`src/rtl/sig_field_gen.sv`:
```
// SIGNAL field serializer: builds the 24-bit RATE/LENGTH/parity/tail field and shifts it out LSB-first.
// Optional macro SIG_PAD32_EN pads the burst to 32 bits with trailing zeros.
module sig_field_gen #(
  parameter logic [5:0] ENC_INIT = 6'b000000
) (
  input  logic        sce_clk_i,
  input  logic        sce_rst,
  input  logic        start,
  input  logic [3:0]  rate,
  input  logic [11:0] length,
  output logic        sce_do,
  output logic        sce_do_vld,
  output logic [5:0]  sce_do_init,
  output logic        busy,
  output logic        done,
  output logic        err
);

`ifdef SIG_PAD32_EN
  localparam int unsigned NBITS = 32;
`else
  localparam int unsigned NBITS = 24;
`endif
  localparam logic [4:0] LAST = 5'(NBITS - 1);

  typedef enum logic {IDLE, SHIFT} state_t;

  function automatic logic [NBITS-1:0] build_field(input logic [3:0] r, input logic [11:0] l);
    logic [NBITS-1:0] f;
    f       = '0;
    f[0]    = r[3];
    f[1]    = r[2];
    f[2]    = r[1];
    f[3]    = r[0];
    f[16:5] = l;
    f[17]   = ^f[16:0];
    return f;
  endfunction

  state_t           state_q, state_d;
  logic [4:0]       cnt_q, cnt_d;
  logic [3:0]       rate_q, rate_d;
  logic [11:0]      len_q, len_d;
  logic             do_q, do_d;
  logic             vld_q, vld_d;
  logic [5:0]       init_q, init_d;
  logic             done_q, done_d;
  logic             err_q, err_d;

  logic [NBITS-1:0] field_cur;
  logic [NBITS-1:0] field_new;
  logic             legal;
  logic             at_last;
  logic             sample;

  always_comb begin
    field_cur = build_field(rate_q, len_q);
    field_new = build_field(rate, length);
    legal     = rate[3] & (length != 12'd0);
    at_last   = (state_q == SHIFT) && (cnt_q == LAST);
    // The last-bit edge doubles as an IDLE sampling edge so bursts can chain.
    sample    = (state_q == IDLE) || at_last;

    state_d = state_q;
    cnt_d   = cnt_q;
    rate_d  = rate_q;
    len_d   = len_q;
    do_d    = 1'b0;
    vld_d   = 1'b0;
    init_d  = 6'd0;
    done_d  = 1'b0;
    err_d   = 1'b0;

    if (sample && start && legal) begin
      state_d = SHIFT;
      cnt_d   = 5'd0;
      rate_d  = rate;
      len_d   = length;
      do_d    = field_new[0];
      vld_d   = 1'b1;
      init_d  = ENC_INIT;
    end else if ((state_q == SHIFT) && !at_last) begin
      cnt_d  = cnt_q + 5'd1;
      do_d   = field_cur[cnt_d];
      vld_d  = 1'b1;
      init_d = ENC_INIT;
      done_d = (cnt_d == LAST);
    end else begin
      state_d = IDLE;
      err_d   = sample && start && !legal;
    end
  end

  always_ff @(posedge sce_clk_i or posedge sce_rst) begin
    if (sce_rst) begin
      state_q <= IDLE;
      cnt_q   <= 5'd0;
      rate_q  <= 4'd0;
      len_q   <= 12'd0;
      do_q    <= 1'b0;
      vld_q   <= 1'b0;
      init_q  <= 6'd0;
      done_q  <= 1'b0;
      err_q   <= 1'b0;
    end else begin
      state_q <= state_d;
      cnt_q   <= cnt_d;
      rate_q  <= rate_d;
      len_q   <= len_d;
      do_q    <= do_d;
      vld_q   <= vld_d;
      init_q  <= init_d;
      done_q  <= done_d;
      err_q   <= err_d;
    end
  end

  assign sce_do      = do_q;
  assign sce_do_vld  = vld_q;
  assign sce_do_init = init_q;
  assign busy        = (state_q == SHIFT);
  assign done        = done_q;
  assign err         = err_q;

endmodule
```
`config.mk`:
```
export PLATFORM = sky130hd
export DESIGN_NAME = sig_field_gen
export DESIGN_NICKNAME = d
export VERILOG_FILES = /design/src/rtl/sig_field_gen.sv
export SDC_FILE = /design/constraint.sdc
export NUM_CORES = 1
export LEC_CHECK = 0
export ABC_AREA = 1
export CAP_MARGIN = 5
export CORE_ASPECT_RATIO = 0.6
export CORE_UTILIZATION = 50
export CTS_CLUSTER_DIAMETER = 120
export DETAILED_ROUTE_END_ITERATION = 10
export DONT_BUFFER_PORTS = 1
export HOLD_SLACK_MARGIN = 0.08
export PLACE_DENSITY = 0.72
export SLEW_MARGIN = 20
export SYNTH_ARGS = -nofsm -noshare
export SYNTH_HDL_FRONTEND = slang
export SYNTH_SLANG_ARGS = --single-unit
export TNS_END_PERCENT = 1
```
`constraint.sdc`:
```
create_clock -name sce_clk_i -period 2.64 [get_ports sce_clk_i]
set_input_delay 0.264 -clock sce_clk_i [delete_from_list [all_inputs] [get_ports sce_clk_i]]
set_output_delay 0.264 -clock sce_clk_i [all_outputs]
set_load 0.05 [all_outputs]
```
# After elaboration in Yosys (flattened, before gate mapping)
# Cells that the tools add are included.
[totals]
reg_bits = 26
inputBits = 19
out_inout_bits = 11
word_cells = 40
[classes]
add_sub_neg = 1
magnitude_cmp = 1
n_eq_ne = 3
n_mux = 14
n_bitwise = 2
reduce_logical = 11
[ops]
columns = ["op", "count"]
rows = [
  ["$reduce_xor A17 Y1", 1],
  ["$reduce_bool A12 Y1", 1],
  ["$mux W1", 11],
  ["$eq A5 B5 Y1 const B", 2],
  ["$mux W5", 2],
  ["$lt A5 B6 Y1 const B", 1],
  ["$add A5 B1 Y5 const B", 1],
  ["$bmux W1 S5", 1],
  ["$logic_and A1 B1 Y1", 5],
  ["$logic_not A1 Y1", 2],
  ["$ne A2 B2 Y1 const B", 1],
  ["$reduce_bool A2 Y1", 1],
  ["$and A1 B1 Y1", 1],
  ["$logic_or A1 B1 Y1", 1],
  ["$not A1 Y1", 1],
]

# Longest topological paths before layout
# Gate-level depths: netlist of the first run.
[depth]
ltp_word = 7
ltp_mapped = 15
depth_no_buf = 15

# Worst setup path before layout of the first run
# OpenSTA, ideal clock, no wires.
[synth_path]
kind = "register to register"
from = "reg cnt_q[0]"
to = "reg do_q, in the netlist sce_do"
setup_time_ps = 119
arrival_time_ps = 1632
required_time_ps = 2521
path_slack_ps = 890
path_stages_with_launch = 13
n_path_buf = 2
synth_period_minus_slack_ps = 1750
cell_sequence = "dfrtp_1 buf_6 buf_6 inv_1 ha_1 inv_1 o21ai_0 a21oi_1 o21ai_0 o21ai_1 o21ai_1 nand2_1 nand2_1"
[synth_between]
elab_chain_cells = 6
word_cells_on_any_way = 12
classes_between = "add/sub: 1; eq/ne: 1; mux: 4; reduce/logical: 6"
[synth_lines]
columns = ["element", "line_no", "text"]
rows = [
  ["start, declared", "41", "logic [4:0] cnt_q, cnt_d;"],
  ["start signal, assigned", "107", "cnt_q <= cnt_d;"],
  ["branches (longest 5 deep; another with $add A5 B1 Y5)", "--", ""],
  ["$mux W1 (*)", "74", "if (sample && start && legal) begin"],
  ["net do_d", "44", "logic do_q, do_d;"],
  ["end signal, assigned", "110", "do_q <= do_d;"],
  ["end, declared", "44", ""],
]
# Mark *: on every way through the listed nets, which the timed path passes. The select of a mux whose other input is x is not followed.
# A chain may end at the register's enable or synchronous reset.

# Final worst setup path of the first run
[layout_path]
from = "reg cnt_q[1]"
to = "reg len_q[6]"
[layout_between]
elab_chain_cells = 5
[layout_lines]
columns = ["element", "line_no", "text"]
rows = [
  ["$eq A5 B5 Y1", "60", "at_last = (state_q == SHIFT) && (cnt_q == LAST);"],
  ["$logic_and A1 B1 Y1", "60", ""],
  ["$logic_or A1 B1 Y1", "62", "sample = (state_q == IDLE) || at_last;"],
  ["$logic_and A1 B1 Y1 (2 in series)", "74", ""],
  ["end signal, assigned", "109", "len_q <= len_d;"],
  ["end, declared", "43", "logic [11:0] len_q, len_d;"],
]
# Every way passes these cells.

==> flow_summary.json, run 1 <==
{
  "gr-total-overflow": 0,
  "final_cell_mix": "95 x nand2_1, 26 x dfrtp_1, 24 x inv_1",
  "fp.dieH_um": 47.7,
  "max-cap-violations": 0,
  "mostFrequentLayoutCell": "nand2_1",
  "path_delay_family": "simple AND/OR/NAND/NOR gates",
  "synth.top_cell.area_share_pct": 37.4,
  "slew_violations": 0,
  "drive_gt1_share_pct": 13.5,
  "rsz0062_at_grt": "false",
  "worst-path-stages": 9,
  "grt_pass1_vias": 1285,
  "status": "complete, but fails checks",
  "skew_ns": 0.00558,
  "gp_congestion": 0.875,
  "crit_path_end": "len_q[6]",
  "numCtsBuffers": 3,
  "dpl_cell_area_um2": 1730,
  "cts_root_buffer": "clkbuf_8",
  "drt_iter0_drc": 77,
  "arrival_ns": 2.15,
  "vdd_drop_max_uv": 615,
  "synth_top_area_cell": "dfrtp_1",
  "syn_avg_cell_area_um2": 7.21,
  "antenna_found_initial": 0,
  "grt_pass1_wl_um": 6000,
  "coreArea_um2": 3280,
  "critPathMaxFanout": 24,
  "first_pass_iters": 7,
  "post-route-util_pct": 55.6,
  "reg2regPathDepth": 9,
  "num_antenna_cells": 0,
  "post_drt_wl_per_cell_um": 12.3,
  "relSlewSlack_pct": 37.3,
  "die_area_um2": 3720,
  "nets": 266,
  "synthTopCellsByArea": "dfrtp_1 37%, nand2_1 21%, a21oi_2 7.6%",
  "clock_latency_ns": 0.27,
  "r2r-start": "cnt_q[1]",
  "cts_tree": "done",
  "ys_seq_elements": 26,
  "finalCritPeriodShare_pct": 75.3,
  "setup_ws_ns": 0.653,
  "crit_chain": "ha_1 -> nand2_2 -> inv_2 -> a31oi_4 -> clkinv_4 -> nand4_4 -> buf_4 -> nor2_1 -> a21oi_2",
  "clk_path_buf_depth": 2,
  "vias_per_cell": 4.95,
  "syn-cell-area_um2": 1740,
  "cpPeakStageDelay_ns": 0.41,
  "path_class": "reg -> reg",
  "ioPinCount": 30,
  "synth_warnings": 0,
  "start_kind": "flip-flop",
  "path_clk_slew_ns": 0.09,
  "slowest_stage": "dfrtp_1",
  "die_w_um": 78.1,
  "cts_setup_buffers": 0,
  "syn_to_final_growth_pct": 5.04,
  "violations": "DRC",
  "rows": 16,
  "crit_path_end_kind": "flip-flop",
  "hpwl_um": 2780,
  "initial_core_util_pct": 52.9,
  "min_period_ns": 1.99,
  "pre_cts_slack_ns": 0.668,
  "fmax_ghz": 0.503,
  "clock-sinks": 26,
  "leakage_nw": 0.965,
  "p_per_area_nw_per_um2": 1450,
  "numPortBuffers": 0,
  "worst_pin_slew_ns": 0.935,
  "fin_area_um2": 1830,
  "synth.distinct_cells": 27,
  "ys_seq_area_share_pct": 37.4,
  "cp.required_ns": 2.80,
  "min_path_cells": 2,
  "finalWirelength_um": 3550,
  "vias": 1430,
  "cts-htree-levels": 1,
  "r2r_end": "len_q[6]",
  "finalHoldViolCount": 0,
  "drc_errors": 1,
  "grt_max_degree": 27,
  "tns_ns": 0,
  "synthCells": 241,
  "hp-class": "in -> reg",
  "crit_buf_inv": 3,
  "setup_viol": 0,
  "grt_use_total_pct": 21.7,
  "worstSetupStartpoint": "cnt_q[1]",
  "rrSetupSlack_ns": 0.65,
  "ant_nets": 0
}
==> kinds of logic after synthesis <==
group	Yosys count	share of synthesized area [%]
xor+xnor	2	1.01
buf+inv	40	12.4
fa+ha+maj	2	1.44
simple gates	134	32.3
compound gates	36	15.2
other cells	1	0.216
flops	26	37.4
==> per-stage QoR <==
step | cells | total power [mW] | hold WS, ns
floorplan | 246 | 2.04 | 0.304
global placement | 283 | 2.28 | 0.371
detailed placement | 283 | 2.31 | 0.359
CTS | 288 | 2.64 | 0.0989
global route | 289 | 2.93 | 0.109
finish | 289 | 2.65 | 0.102
==> state kept, by name, summed over array words and instances (netlist names) <==
name / cells
sce_do: 1
rate_q: 4
err: 1
cnt_q: 5
len_q: 12
sce_do_vld: 1
done: 1
busy: 1
==> synth_stat cells <==
cell / instances
a211oi_1: 1
a21oi_1: 3
a21oi_2: 15
a31oi_4: 1
buf_4: 6
buf_6: 5
clkinv_4: 1
conb_1: 1
dfrtp_1: 26
ha_1: 2
inv_1: 25
inv_2: 3
nand2_1: 95
nand2_2: 2
nand3_1: 10
nand4_1: 1
nand4_4: 1
nor2_1: 18
nor2_2: 2
nor2_4: 1
nor3_1: 1
nor4_1: 3
o211ai_1: 3
o21ai_0: 10
o21ai_1: 2
o22ai_1: 1
xor2_1: 2
==> metal layers <==
metal | GRT usage, % | wire, µm | up-vias | share of wire (%)
li1 | - | - | 751 | -
met1 | 31.3 | 1840 | 637 | 52
met2 | 33.7 | 1450 | 42 | 41
met3 | 5.52 | 256 | 0 | 7.2
met4 | 4.07 | 0 | 0 | 0
met5 | 0 | 0 | - | 0
==> how the worst min path moves through the flow <==
| stage | from | to | slack, ns |
|---|---|---|---|
| 6_report | start | err | 0.10 |
| 3_3_place_gp | rate[3] | err | 0.37 |
| 2_1_floorplan | sce_rst | busy | 0.30 |
| 5_1_grt | start | err | 0.11 |
| 3_5_place_dp | rate[3] | err | 0.36 |
| 4_1_cts | start | err | 0.1 |
==> what timing repair did <==
item | in CTS | in global routing
hold buffers | 1 | 1
endpoints found under the hold margin | 1 | 26
resized for setup | 0 | 0
==> power by group <==
group / internal [mW] / switching [mW] / total [mW]
clock network: 0.203 / 0.130 / 0.333
registers: 0.582 / 0.209 / 0.792
logic: 0.522 / 1.00 / 1.52
total: 1.31 / 1.34 / 2.65
==> cell type report <==
cell class                 count  area, µm²
timing repair buffer           5       42.5
clock inverter                 1       30.0
inverter                      29        114
multi-input combinational    180        891
tap                           45       56.3
sequential                    26        651
fill                         331       1460
clock buffer                   3       41.3
==> worst reg2reg max path: stages (launching register included) <==
cell and delay, ns:
dfrtp_1 0.41, ha_1 0.20, nand2_2 0.07, inv_2 0.10
a31oi_4 0.11, clkinv_4 0.10, nand4_4 0.38, buf_4 0.35
nor2_1 0.13, a21oi_2 0.04
No activity file was read; power rests on OpenSTA's default activity.
==> run 2, diff against run 1 <==
clock period = 1.95 ns   (was 2.64 ns; I/O delays follow)
==> flow_summary.json, run 2 (synthesized netlist as in run 1, its figures left out) <==
{
  "drc_errors": 1,
  "violations": "DRC",
  "drive_gt1_share_pct": 14.8,
  "crit_buf_inv": 2,
  "grt_max_degree": 33,
  "fmax_ghz": 0.521,
  "die_w_um": 78.1,
  "rows": 16,
  "finalHoldViolCount": 0,
  "crit_chain": "buf_4 -> ha_1 -> inv_1 -> o21ai_0 -> a21oi_1 -> a211oi_1 -> o21ai_1 -> o21ai_1 -> nand2_1 -> nand2_1",
  "cpPeakStageDelay_ns": 0.43,
  "post_drt_wl_per_cell_um": 12.4,
  "clock-sinks": 26,
  "vdd_drop_max_uv": 810,
  "die_area_um2": 3720,
  "cts-htree-levels": 1,
  "num_antenna_cells": 0,
  "numCtsBuffers": 3,
  "post-route-util_pct": 62.1,
  "status": "complete, but fails checks",
  "mostFrequentLayoutCell": "nand2_1",
  "finalCritPeriodShare_pct": 98.5,
  "clock_latency_ns": 0.28,
  "first_pass_iters": 7,
  "nets": 286,
  "path_delay_family": "compound AO/OA/AOI/OAI gates",
  "cts_root_buffer": "clkbuf_8",
  "setup_ws_ns": 0.0298,
  "hpwl_um": 2710,
  "grt_pass1_vias": 1274,
  "leakage_nw": 1.07,
  "ioPinCount": 30,
  "final_cell_mix": "95 x nand2_1, 26 x dfrtp_1, 25 x inv_1",
  "initial_core_util_pct": 52.9,
  "path_class": "reg -> reg",
  "gp_congestion": 0.828,
  "clk_path_buf_depth": 2,
  "ant_nets": 0,
  "syn_to_final_growth_pct": 17.3,
  "cts_tree": "done",
  "slowest_stage": "dfrtp_1",
  "max-cap-violations": 0,
  "pre_cts_slack_ns": 0.236,
  "hp-class": "in -> reg",
  "p_per_area_nw_per_um2": 1820,
  "drt_iter0_drc": 98,
  "antenna_found_initial": 0,
  "vias_per_cell": 4.89,
  "gr-total-overflow": 0,
  "grt_use_total_pct": 22.3,
  "path_clk_slew_ns": 0.09,
  "slew_violations": 0,
  "crit_path_end_kind": "flip-flop",
  "coreArea_um2": 3280,
  "fp.dieH_um": 47.7,
  "grt_pass1_wl_um": 6060,
  "max_flop_register": "len_q",
  "start_kind": "flip-flop",
  "finalWirelength_um": 3830,
  "critPathMaxFanout": 5,
  "numPortBuffers": 0,
  "top_regs": "len_q x12, cnt_q x5, rate_q x4",
  "largest_reg_flops": 12,
  "setup_viol": 0,
  "arrival_ns": 2.14,
  "cp.required_ns": 2.17,
  "skew_ns": 0.00263,
  "min_period_ns": 1.92,
  "vias": 1510
}
run 2: cell types whose count changed in the layout (fill, tap and decap cells not counted), sizes merged:
cell	before	now
buf	3	8
clkinv	2	1
dlygate4sd3	2	17
inv	27	28
run 2: metal layers:
metal  vias up  routed length [µm]  share of wire [%]  global-route usage, %
met5         -                   0                  0                      0
met4         0                  75                2.0                   7.41
met3         8                 187                4.9                   5.71
met2        37                1540                 40                   31.2
met1       676                2030                 53                   33.5
li1        789                   -                  -                      -
run 2: power by group:
part           switching [mW]  internal, mW  total [mW]  leakage, nW
registers               0.301         0.789        1.09        0.291
clock network           0.174         0.275       0.449       0.0357
logic                    1.38         0.797        2.18        0.739
run 2: area by class of cell:
class | instances | area (µm²)
Fill cell | 305 | 1240
Multi-Input combinational cell | 180 | 903
Sequential cell | 26 | 651
Timing Repair Buffer | 25 | 243
Inverter | 29 | 114
Tap cell | 45 | 56.3
Clock buffer | 3 | 41.3
Clock inverter | 1 | 30.0
run 2: worst register-to-register path: cells and delay by family, from the launching register on:
family | cells | cell delay, ns
DFF | 1 | 0.43
adders and majority gates | 1 | 0.36
and+or+nand+nor | 2 | 0.12
AOI/OAI and AO/OA | 5 | 0.68
buffers and inverters | 2 | 0.27
run 2: path summary, 6_finish.rpt:
path                            from       end  slack [ns]  cells past startpoint
min in group asynchronous    sce_rst      busy        0.41                      3
setup reg to reg            cnt_q[1]    sce_do        0.03                     10
setup / recovery            cnt_q[1]    sce_do        0.03                     10
max in group asynchronous    sce_rst    sce_do        1.29                      3
hold / removal             length[2]  len_q[2]        0.08                      2
hold reg to reg             len_q[0]  len_q[0]        0.57                      2
run 2: metrics by stage:
step,setup TNS (ns),hold slack (ns),cell area (µm²),std cells,power (mW)
after floorplan,0,0.235,1760,246,2.76
after global placement,0,0.164,1750,284,3.08
after detailed placement,0,0.166,1750,284,3.11
after CTS,0,0.0817,2000,305,3.60
after global routing,-0.0751,0.0862,2040,309,4.08
final,0,0.0842,2040,309,3.72
run 2: repair_timing:
| item | in CTS | in global routing |
|---|---|---|
| endpoints found under the hold margin | 41 | 0 |
| hold buffers | 17 | 0 |
| resized for setup | 0 | 2 |
| endpoints found under the setup margin | 0 | 1 |
| setup buffers | 0 | 4 |
==> run 3, diff against run 2 <==
BUFFER_PORTS_ARGS = -buffer_cell sky130_fd_sc_hd__buf_4   (was unset)
DONT_BUFFER_PORTS = unset   (was 1)
PLACE_DENSITY = 0.79   (was 0.72)
==> flow_summary.json, run 3 (synthesized netlist as in run 1, its figures left out) <==
{
  "status": "completed",
  "critPathMaxFanout": 10,
  "worstHoldStart": "rate[3]",
  "hpwl_um": 2880,
  "use_met3_pct": 4.76,
  "coreArea_um2": 3280,
  "crit_path_end_kind": "flip-flop",
  "cts_root_buffer": "clkbuf_8",
  "initial_core_util_pct": 52.9,
  "fin_area_um2": 1990,
  "power_mw": 3.53,
  "cts_tree": "done",
  "use_met1_pct": 31.0,
  "grt_use_total_pct": 21.2,
  "arrival_ns": 1.97,
  "rows": 16,
  "reg2regPathDepth": 9,
  "path_delay_family": "flip-flops",
  "cts_resized": 0,
  "drc_errors": 0,
  "drt_iter0_drc": 75,
  "grt_pass1_vias": 1224,
  "grt_pass1_wl_um": 5780,
  "post_drt_wl_per_cell_um": 11.6,
  "finalCritPeriodShare_pct": 90.4,
  "clock-sinks": 26,
  "syn_to_final_growth_pct": 14.3,
  "multi_input_area_um2": 891,
  "num_antenna_cells": 0,
  "die_area_um2": 3720,
  "setup_viol": 0,
  "mostFrequentLayoutCell": "nand2_1",
  "power_switching_mw": 1.82,
  "leakage_nw": 1.08,
  "gr-total-overflow": 0,
  "slowest_stage": "dfrtp_1",
  "grt_max_degree": 27,
  "p_comb_share_pct": 63.3,
  "antenna_found_initial": 0,
  "vias": 1503,
  "path_class": "reg -> reg",
  "crit_chain": "ha_1 -> nand2_2 -> inv_2 -> a31oi_4 -> clkinv_4 -> nand4_4 -> buf_4 -> nor2_1 -> a21oi_2",
  "rsz0062_at_grt": "false",
  "largest_reg_flops": 12,
  "start_kind": "flip-flop",
  "vias_per_cell": 4.82,
  "worstSetupStartpoint": "cnt_q[1]",
  "cpPeakStageDelay_ns": 0.42,
  "skew_ns": 0.00298,
  "holdBufCountCts": 1,
  "numCtsBuffers": 3,
  "crit_buf_inv": 3,
  "nets": 290,
  "top_usage_layer": "met2",
  "slew_violations": 0,
  "min_period_ns": 1.76,
  "cts_setup_buffers": 0,
  "cts-htree-levels": 1,
  "dpl_cell_area_um2": 1930,
  "cp.required_ns": 2.16,
  "n_fill_cell": 310,
  "clock_latency_ns": 0.27,
  "path_clk_slew_ns": 0.09,
  "ant_nets": 0,
  "first_pass_iters": 4,
  "fmax_ghz": 0.567,
  "r2r-start": "cnt_q[1]",
  "finalWirelength_um": 3630,
  "p_clk_share_pct": 8.6,
  "p_per_area_nw_per_um2": 1780,
  "tns_ns": 0,
  "ff_latch_area_um2": 651,
  "drive_gt1_share_pct": 21.3,
  "hp-class": "in -> reg",
  "finalHoldViolCount": 0,
  "max-cap-violations": 0,
  "die_w_um": 78.1,
  "p_sw_share_pct": 51.7,
  "numPortBuffers": 23,
  "max_flop_register": "len_q",
  "top_regs": "len_q x12, cnt_q x5, rate_q x4",
  "final_cell_mix": "95 x nand2_1, 27 x buf_4, 26 x dfrtp_1",
  "ioPinCount": 30,
  "gp_congestion": 0.815,
  "internal_power_mw": 1.70,
  "power_frac_seq_pct": 28.0,
  "min_path_cells": 2,
  "vdd_drop_max_uv": 839,
  "clk_path_buf_depth": 2,
  "worst-path-stages": 9,
  "fp.dieH_um": 47.7,
  "grt.met2_usage_pct": 31.6
}
[run 3: changes by cell type in the layout (fill, tap and decap cells not counted), sizes merged]
cell / delta
buf: +20
dlygate4sd3: -16
bufinv: -1
[run 3: worst paths after layout]
kind	slack, ns	endpoint
max	0.19	rate_q[1]
min	0.12	err
max reg2reg	0.19	rate_q[1]
min reg2reg	0.56	cnt_q[1]
max in group asynchronous	1.17	len_q[8]
min in group asynchronous	0.52	busy
[run 3: routing by layer]
metal | share of wire (%) | up-vias
li1 | - | 800
met1 | 53 | 662
met2 | 40 | 36
met3 | 6.2 | 5
met4 | 0.94 | 0
met5 | 0 | -
[run 3: worst reg2reg max path, stage by stage (launching register included)]
cell      delay (ns)
dfrtp_1         0.42
ha_1            0.22
nand2_2         0.09
inv_2           0.07
a31oi_4         0.20
clkinv_4        0.13
nand4_4         0.21
buf_4           0.21
nor2_1          0.07
a21oi_2         0.09
[run 3: final cells by class]
cell class,instances,share of cell area [%]
timing repair buffer,29,11.7
multi-input combinational,180,44.9
sequential,26,32.8
inverter,29,5.73
tap,45,2.84
clock buffer,3,2.08
[run 3: per-stage QoR]
stage / utilization, % / setup slack (ns) / instances / hold WS (ns)
6_report: 60.5 / 0.186 / 312 / 0.123
2_1_floorplan: - / 0.200 / 246 / 0.235
3_5_place_dp: 58.9 / 0.218 / 308 / 0.277
5_1_grt: 60.5 / 0.0403 / 312 / 0.120
4_1_cts: 60.5 / 0.197 / 312 / 0.118
3_3_place_gp: 58.9 / 0.247 / 308 / 0.277
[run 3: power groups by stage]
| stage | Sequential, mW | Combinational [mW] | Clock, mW |
|---|---|---|---|
| CTS | 0.987 | 2.23 | 0.314 |
| global route | 1.03 | 2.53 | 0.329 |
| global placement | 0.988 | 2.17 | 0 |
| detailed placement | 0.997 | 2.22 | 0 |
| floorplan | 1.08 | 1.68 | 0 |
| finish | 0.989 | 2.23 | 0.305 |
